<file path="src/rtl/fetch_stage.sv">
// Instruction fetch stage: owns the fetch PC, drives a 1-cycle-latency
// instruction memory, and buffers returned instructions in a 2-entry FIFO
// presented to decode over valid/ready. Fetch issue is credit-limited so
// that every in-flight response always has a FIFO slot to land in.
// A redirect flushes the FIFO and squashes any response that lands in the
// same cycle. Responses are tagged with the epoch current at issue, and a
// response whose epoch no longer matches is dropped.
module fetch_stage #(
    parameter int PC_W     = 10,
    parameter int INSTR_W  = 32,
    parameter int RESET_PC = 0
) (
    input  logic               clk,
    input  logic               reset,
    input  logic               en,
    output logic               imem_en,
    output logic [PC_W-1:0]    imem_addr,
    input  logic [INSTR_W-1:0] imem_rdata,
    input  logic               br_valid,
    input  logic [PC_W-1:0]    br_target,
    output logic               if_valid,
    output logic [INSTR_W-1:0] if_instr,
    output logic [PC_W-1:0]    if_pc,
    input  logic               id_ready
);

    localparam logic [PC_W-1:0] RESET_PC_V = PC_W'(RESET_PC);

    logic [PC_W-1:0]    fpc_q, fpc_d;
    logic               inflight_q, inflight_d;
    logic [PC_W-1:0]    inflight_pc_q, inflight_pc_d;
    logic               inflight_epoch_q, inflight_epoch_d;
    logic               epoch_q, epoch_d;
    logic [1:0]         count_q, count_d;
    logic [INSTR_W-1:0] instr0_q, instr0_d, instr1_q, instr1_d;
    logic [PC_W-1:0]    pc0_q, pc0_d, pc1_q, pc1_d;

    logic               pop;
    logic               issue;
    logic               resp_ok;
    logic [2:0]         credit_used;
    logic [1:0]         cnt_after_pop;

    // Decode handshake, credit-limited issue and response qualification
    always_comb begin
        if_valid    = (count_q != 2'd0) && !br_valid;
        if_instr    = (count_q != 2'd0) ? instr0_q : '0;
        if_pc       = (count_q != 2'd0) ? pc0_q : '0;
        pop         = if_valid && id_ready;
        // Slots that are occupied after this cycle's pop, counting the response still owed
        credit_used = 3'(count_q) - 3'(pop) + 3'(inflight_q);
        issue       = en && !br_valid && !reset && (credit_used < 3'd2);
        imem_en     = issue;
        imem_addr   = fpc_q;
        resp_ok     = inflight_q && (inflight_epoch_q == epoch_q) && !br_valid;
    end

    // Next-state: fetch PC, in-flight tracking and FIFO update
    always_comb begin
        fpc_d            = fpc_q;
        inflight_d       = issue;
        inflight_pc_d    = inflight_pc_q;
        inflight_epoch_d = inflight_epoch_q;
        epoch_d          = epoch_q;
        count_d          = count_q;
        instr0_d         = instr0_q;
        instr1_d         = instr1_q;
        pc0_d            = pc0_q;
        pc1_d            = pc1_q;
        cnt_after_pop    = count_q - 2'(pop);

        if (issue) begin
            fpc_d            = fpc_q + PC_W'(1);
            inflight_pc_d    = fpc_q;
            inflight_epoch_d = epoch_q;
        end

        if (br_valid) begin
            // Redirect wins over pop and response write; issue is already blocked
            count_d = 2'd0;
            fpc_d   = br_target;
            epoch_d = ~epoch_q;
        end else begin
            if (pop) begin
                instr0_d = instr1_q;
                pc0_d    = pc1_q;
            end
            if (resp_ok) begin
                if (cnt_after_pop == 2'd0) begin
                    instr0_d = imem_rdata;
                    pc0_d    = inflight_pc_q;
                end else begin
                    instr1_d = imem_rdata;
                    pc1_d    = inflight_pc_q;
                end
                count_d = cnt_after_pop + 2'd1;
            end else begin
                count_d = cnt_after_pop;
            end
        end
    end

    // State registers with synchronous reset; reset also drops any in-flight response
    always_ff @(posedge clk) begin
        if (reset) begin
            fpc_q            <= RESET_PC_V;
            inflight_q       <= 1'b0;
            inflight_pc_q    <= '0;
            inflight_epoch_q <= 1'b0;
            epoch_q          <= 1'b0;
            count_q          <= 2'd0;
            instr0_q         <= '0;
            instr1_q         <= '0;
            pc0_q            <= '0;
            pc1_q            <= '0;
        end else begin
            fpc_q            <= fpc_d;
            inflight_q       <= inflight_d;
            inflight_pc_q    <= inflight_pc_d;
            inflight_epoch_q <= inflight_epoch_d;
            epoch_q          <= epoch_d;
            count_q          <= count_d;
            instr0_q         <= instr0_d;
            instr1_q         <= instr1_d;
            pc0_q            <= pc0_d;
            pc1_q            <= pc1_d;
        end
    end

endmodule

</file>
<file path="config.mk">
export PLATFORM = sky130hd
export DESIGN_NAME = fetch_stage
export DESIGN_NICKNAME = d
export VERILOG_FILES = /design/src/rtl/fetch_stage.sv
export SDC_FILE = /design/constraint.sdc
export NUM_CORES = 1
export LEC_CHECK = 0
export CAP_MARGIN = 0
export CORE_ASPECT_RATIO = 1.1
export CORE_UTILIZATION = 54
export DETAILED_ROUTE_END_ITERATION = 7
export GPL_ROUTABILITY_DRIVEN = 1
export PLACE_DENSITY = 0.91
export SLEW_MARGIN = 40
export SYNTH_ARGS = -nofsm -noshare
export SYNTH_HDL_FRONTEND = slang
export SYNTH_SLANG_ARGS = --single-unit
</file>
<file path="constraint.sdc">
create_clock -name clk -period 6.9 [get_ports clk]
set_input_delay 1.725 -clock clk [delete_from_list [all_inputs] [get_ports clk]]
set_output_delay 1.725 -clock clk [all_outputs]
set_load 0.005 [all_outputs]
</file>
==> impl_metrics.tcl <==
set metrics [dict create \
    outcome "finished clean" \
    first_pass_grt_wire_length_um 18300 \
    total_switching_power_uw 285 \
    worstSetupStartpointType "input pin" \
    globalRoute.totalOverflow 0 \
    number_of_nets_in_the_finished_design 657 \
    worst_hold_startpoint "pc1_q[9]" \
    synth.yosys.warnings 0 \
    cts-root-to-sink-buffers 2 \
    clk_latency_ns 0.36 \
    gp_congestion 0.861 \
    setup-violations-final 0 \
    insertedDiodeCount 0 \
    synth.cell_area_sq_um 4610 \
    worstReg2RegStart "count_q[1]" \
    synth_seq_area_share_pct 47.4 \
    vias 4147 \
    vias_per_cell 5.77 \
    hold_ws_ns 0.463 \
    yosys_register_bits 109 \
    drt_drc_violations_left 0 \
    ioPinCount 101 \
    core_region_area_sq_um 8080 \
    htreeDepth 3 \
    fin_crit_sh_pct 91.8 \
    power_per_unit_of_standard_cell_area_nw_per_um2 190 \
    rsz0062_at_grt "no" \
    final_core_util_pct 72.8 \
    netlist-cell-type-count 36 \
    routedWlPerCell_um 15.6 \
    detail_route.iter0.violations 230 \
    grt_pass1_vias 3917 \
    netSwitchingFraction_pct 25.5 \
    input_output_buffers 100 \
    p_int_uw 832 \
    hpwl_um 7450 \
    firstDrtPassIters 4 \
    cts-resized-gates 0 \
    finClkSkew_ns 0.0137 \
    endpoint_kind "primary output" \
    max_freq_mhz 158 \
    use_met1_pct 31.1 \
    globalRoute.busiestLayer "met2" \
    area_taken_by_flip_flops_and_latches_sq_um 2180 \
    stdcell_area_sq_um 5880 \
    timing.critical_path.cells "clkdlybuf4s50_1 -> and4bb_2 -> a21oi_1 -> nand2b_1 -> fa_1 -> and4bb_2 -> nand2_1 -> inv_1 -> buf_4 -> clkdlybuf4s50_1" \
    timing_hold_violations_final 0 \
    multi_input_logic_area_sq_um 2220 \
    pwr-share-comb_pct 8.9 \
    starting_density_pct 57.0 \
    worst_path_required_ns 5.18 \
    post-synth-top-area-fraction_pct 47.4 \
    drt.antenna.violating_nets 0 \
    critical_path.n_buffers_inverters 4 \
    postCtsSetupBuffers 0 \
    seq_power_share_pct 58.3 \
    tritoncts "built" \
    p_clk_share_pct 32.9 \
    share_of_cells_above_drive_strength_1_pct 6.55 \
    netlist_top_cells_area "sky130_fd_sc_hd__dfxtp_1 47%, sky130_fd_sc_hd__nand2_1 9.4%, sky130_fd_sc_hd__a221o_1 8.9%, sky130_fd_sc_hd__a21oi_1 6.4%, sky130_fd_sc_hd__and3_1 5.8%" \
    postSynthCellCount 527 \
    clk_root_buffer_cell "sky130_fd_sc_hd__clkbuf_8" \
    worst-endpoint-arrival_ns 4.61 \
    leakage_uw 0.00213 \
    grt_use_total_pct 25.2 \
    grt_max_degree 74 \
    clock-sinks 109 \
    period_minus_slack_ns 6.33 \
    critical-path-top-delay-family "buffers and inverters" \
    synth_top_area_cell "sky130_fd_sc_hd__dfxtp_1" \
    die_height_um 98.9 \
    num-fill-cells 582 \
    path_max_fanout 16 \
    max_slew_margin_pct 48.9 \
    global_route.usage.met2_pct 44.1 \
    use_met3_pct 4.32 \
    drv_cap 0 \
    synthesis.nets 578 \
    dpl_cell_area_sq_um 5690 \
    horizontal_die_dimension_um 90.1 \
    critical_path_class "input pin to primary output" \
    timing.critical_path.from "br_valid" \
    worst_ir_drop_vdd_mv 0.0906 \
    critical_path.slowest_cell "sky130_fd_sc_hd__clkdlybuf4s50_1" \
    std_cell_rows 34 \
    cts_hold_repair.buffers 0 \
    finalSetupTns_ns 0 \
    avgSynthCellArea_sq_um 8.74 \
    grt_antenna_before_repair 0 \
    tightestPinTransition_ns 0.766 \
    clk_pin_slew_worst_paths_ns 0.09 \
    die_area_sq_um 8910 \
    final_max_slew_viol_count 0 \
    worstHoldPathType "flip-flop to flip-flop" \
    cts_inserted_buffers 9 \
    cp_slowest_stage_delay_ns 0.54 \
    synthToLayoutAreaGrowth_pct 27.7 \
    routed_wire_length_um 11200 \
]
==> final timing paths <==
path / to / slack [ns] / cells past startpoint
setup / recovery: imem_en / 0.57 / 10
hold / removal: pc1_q[9] / 0.46 / 2
setup reg to reg: imem_addr[6] / 3.79 / 9
hold reg to reg: pc1_q[9] / 0.46 / 2
==> power by group through the flow <==
stage               sequential (uW)  combinational [uW]  clock [uW]
floorplan                       662                44.7           0
global placement                665                90.4           0
detailed placement              665                97.3           0
CTS                             651                98.2         371
global route                    653                 106         394
finish                          651                98.9         367
==> per-layer routing <==
layer  share of wire (%)  up-vias
met2                  51      146
met4                 1.9        0
met1                  42     1968
met5                   0        -
met3                 5.4       24
li1                    -     2009
==> registers in the layout, summed over array words and instances (netlist names) <==
name and flops:
count_q 2, instr1_q 32, inflight_pc_q 10, epoch_q 1
instr0_q 32, imem_addr 10, pc0_q 10, pc1_q 10
inflight_epoch_q 1, inflight_q 1
==> cell families (layout without fill, tap and decap cells) <==
logic type | count (synthesis) | count (layout) | synth area share [%]
AO/OA/AOI/OAI | 119 | 119 | 18.3
XOR/XNOR | 4 | 4 | 1.09
adder cells (fa/ha/maj) | 4 | 4 | 1.25
buffers and inverters | 52 | 136 | 5.35
flip-flops | 109 | 109 | 47.4
multiplexers | 4 | 4 | 0.896
AND/OR/NAND/NOR | 235 | 235 | 25.7
==> tightest hold or removal path, cell delays in order, from the launching register on <==
cell and delay (ns):
sky130_fd_sc_hd__dfxtp_1 0.32, sky130_fd_sc_hd__nand2_1 0.05, sky130_fd_sc_hd__a21oi_1 0.05
==> stage by stage <==
step	power (uW)	std cells	worst slack, ns
after global routing	1150	719	0.440
after detailed placement	762	703	0.599
after global placement	755	700	0.729
final	1120	719	0.569
after floorplan	707	527	1.57
after CTS	1120	719	0.587
==> placed cells by master, fill, tap and decap left out, types with 4 or more instances in the layout <==
master,n
sky130_fd_sc_hd__clkdlybuf4s50_1,99
sky130_fd_sc_hd__nor2_1,6
sky130_fd_sc_hd__dfxtp_1,109
sky130_fd_sc_hd__inv_1,10
sky130_fd_sc_hd__and3_1,42
sky130_fd_sc_hd__a21oi_1,59
sky130_fd_sc_hd__a31oi_1,6
sky130_fd_sc_hd__o311ai_0,4
sky130_fd_sc_hd__nand2_1,115
sky130_fd_sc_hd__nand2b_1,5
sky130_fd_sc_hd__nand3_1,4
sky130_fd_sc_hd__nand4_1,4
sky130_fd_sc_hd__or4_1,4
sky130_fd_sc_hd__buf_4,7
sky130_fd_sc_hd__clkbuf_8,9
sky130_fd_sc_hd__nor2b_1,42
sky130_fd_sc_hd__a221o_1,41
==> cell type report <==
type | count | share of cell area (%)
timing repair buffer | 110 | 19.0
clock inverter | 7 | 1.11
clock buffer | 9 | 2.11
multi-input combinational | 366 | 37.7
tap | 108 | 2.30
sequential | 109 | 37.1
inverter | 10 | 0.638
==> synth_stat cells <==
cell type / n
sky130_fd_sc_hd__fa_1: 1
sky130_fd_sc_hd__o21ai_0: 1
sky130_fd_sc_hd__o2bb2ai_1: 1
sky130_fd_sc_hd__clkbuf_1: 20
sky130_fd_sc_hd__nand4_1: 4
sky130_fd_sc_hd__mux2_2: 1
sky130_fd_sc_hd__inv_1: 10
sky130_fd_sc_hd__xnor2_1: 2
sky130_fd_sc_hd__a221o_1: 41
sky130_fd_sc_hd__and4bb_2: 2
sky130_fd_sc_hd__ha_1: 3
sky130_fd_sc_hd__o31a_1: 1
sky130_fd_sc_hd__o22ai_1: 2
sky130_fd_sc_hd__or2_2: 1
sky130_fd_sc_hd__nor2b_1: 42
sky130_fd_sc_hd__a21oi_1: 59
sky130_fd_sc_hd__a211oi_1: 2
sky130_fd_sc_hd__buf_6: 4
sky130_fd_sc_hd__xnor2_2: 2
sky130_fd_sc_hd__dfxtp_1: 109
sky130_fd_sc_hd__buf_1: 1
sky130_fd_sc_hd__nand2b_1: 5
sky130_fd_sc_hd__mux2i_1: 3
sky130_fd_sc_hd__and3_4: 1
sky130_fd_sc_hd__nand2_1: 115
sky130_fd_sc_hd__nor3_4: 1
sky130_fd_sc_hd__nand3b_1: 1
sky130_fd_sc_hd__nand3_1: 5
sky130_fd_sc_hd__buf_2: 17
sky130_fd_sc_hd__or4_1: 4
sky130_fd_sc_hd__nor2_1: 8
sky130_fd_sc_hd__and3_1: 43
sky130_fd_sc_hd__a31oi_1: 6
sky130_fd_sc_hd__o311ai_0: 4
sky130_fd_sc_hd__a22oi_1: 2
sky130_fd_sc_hd__nor3_1: 3
No activity file was read; power rests on OpenSTA's default activity.
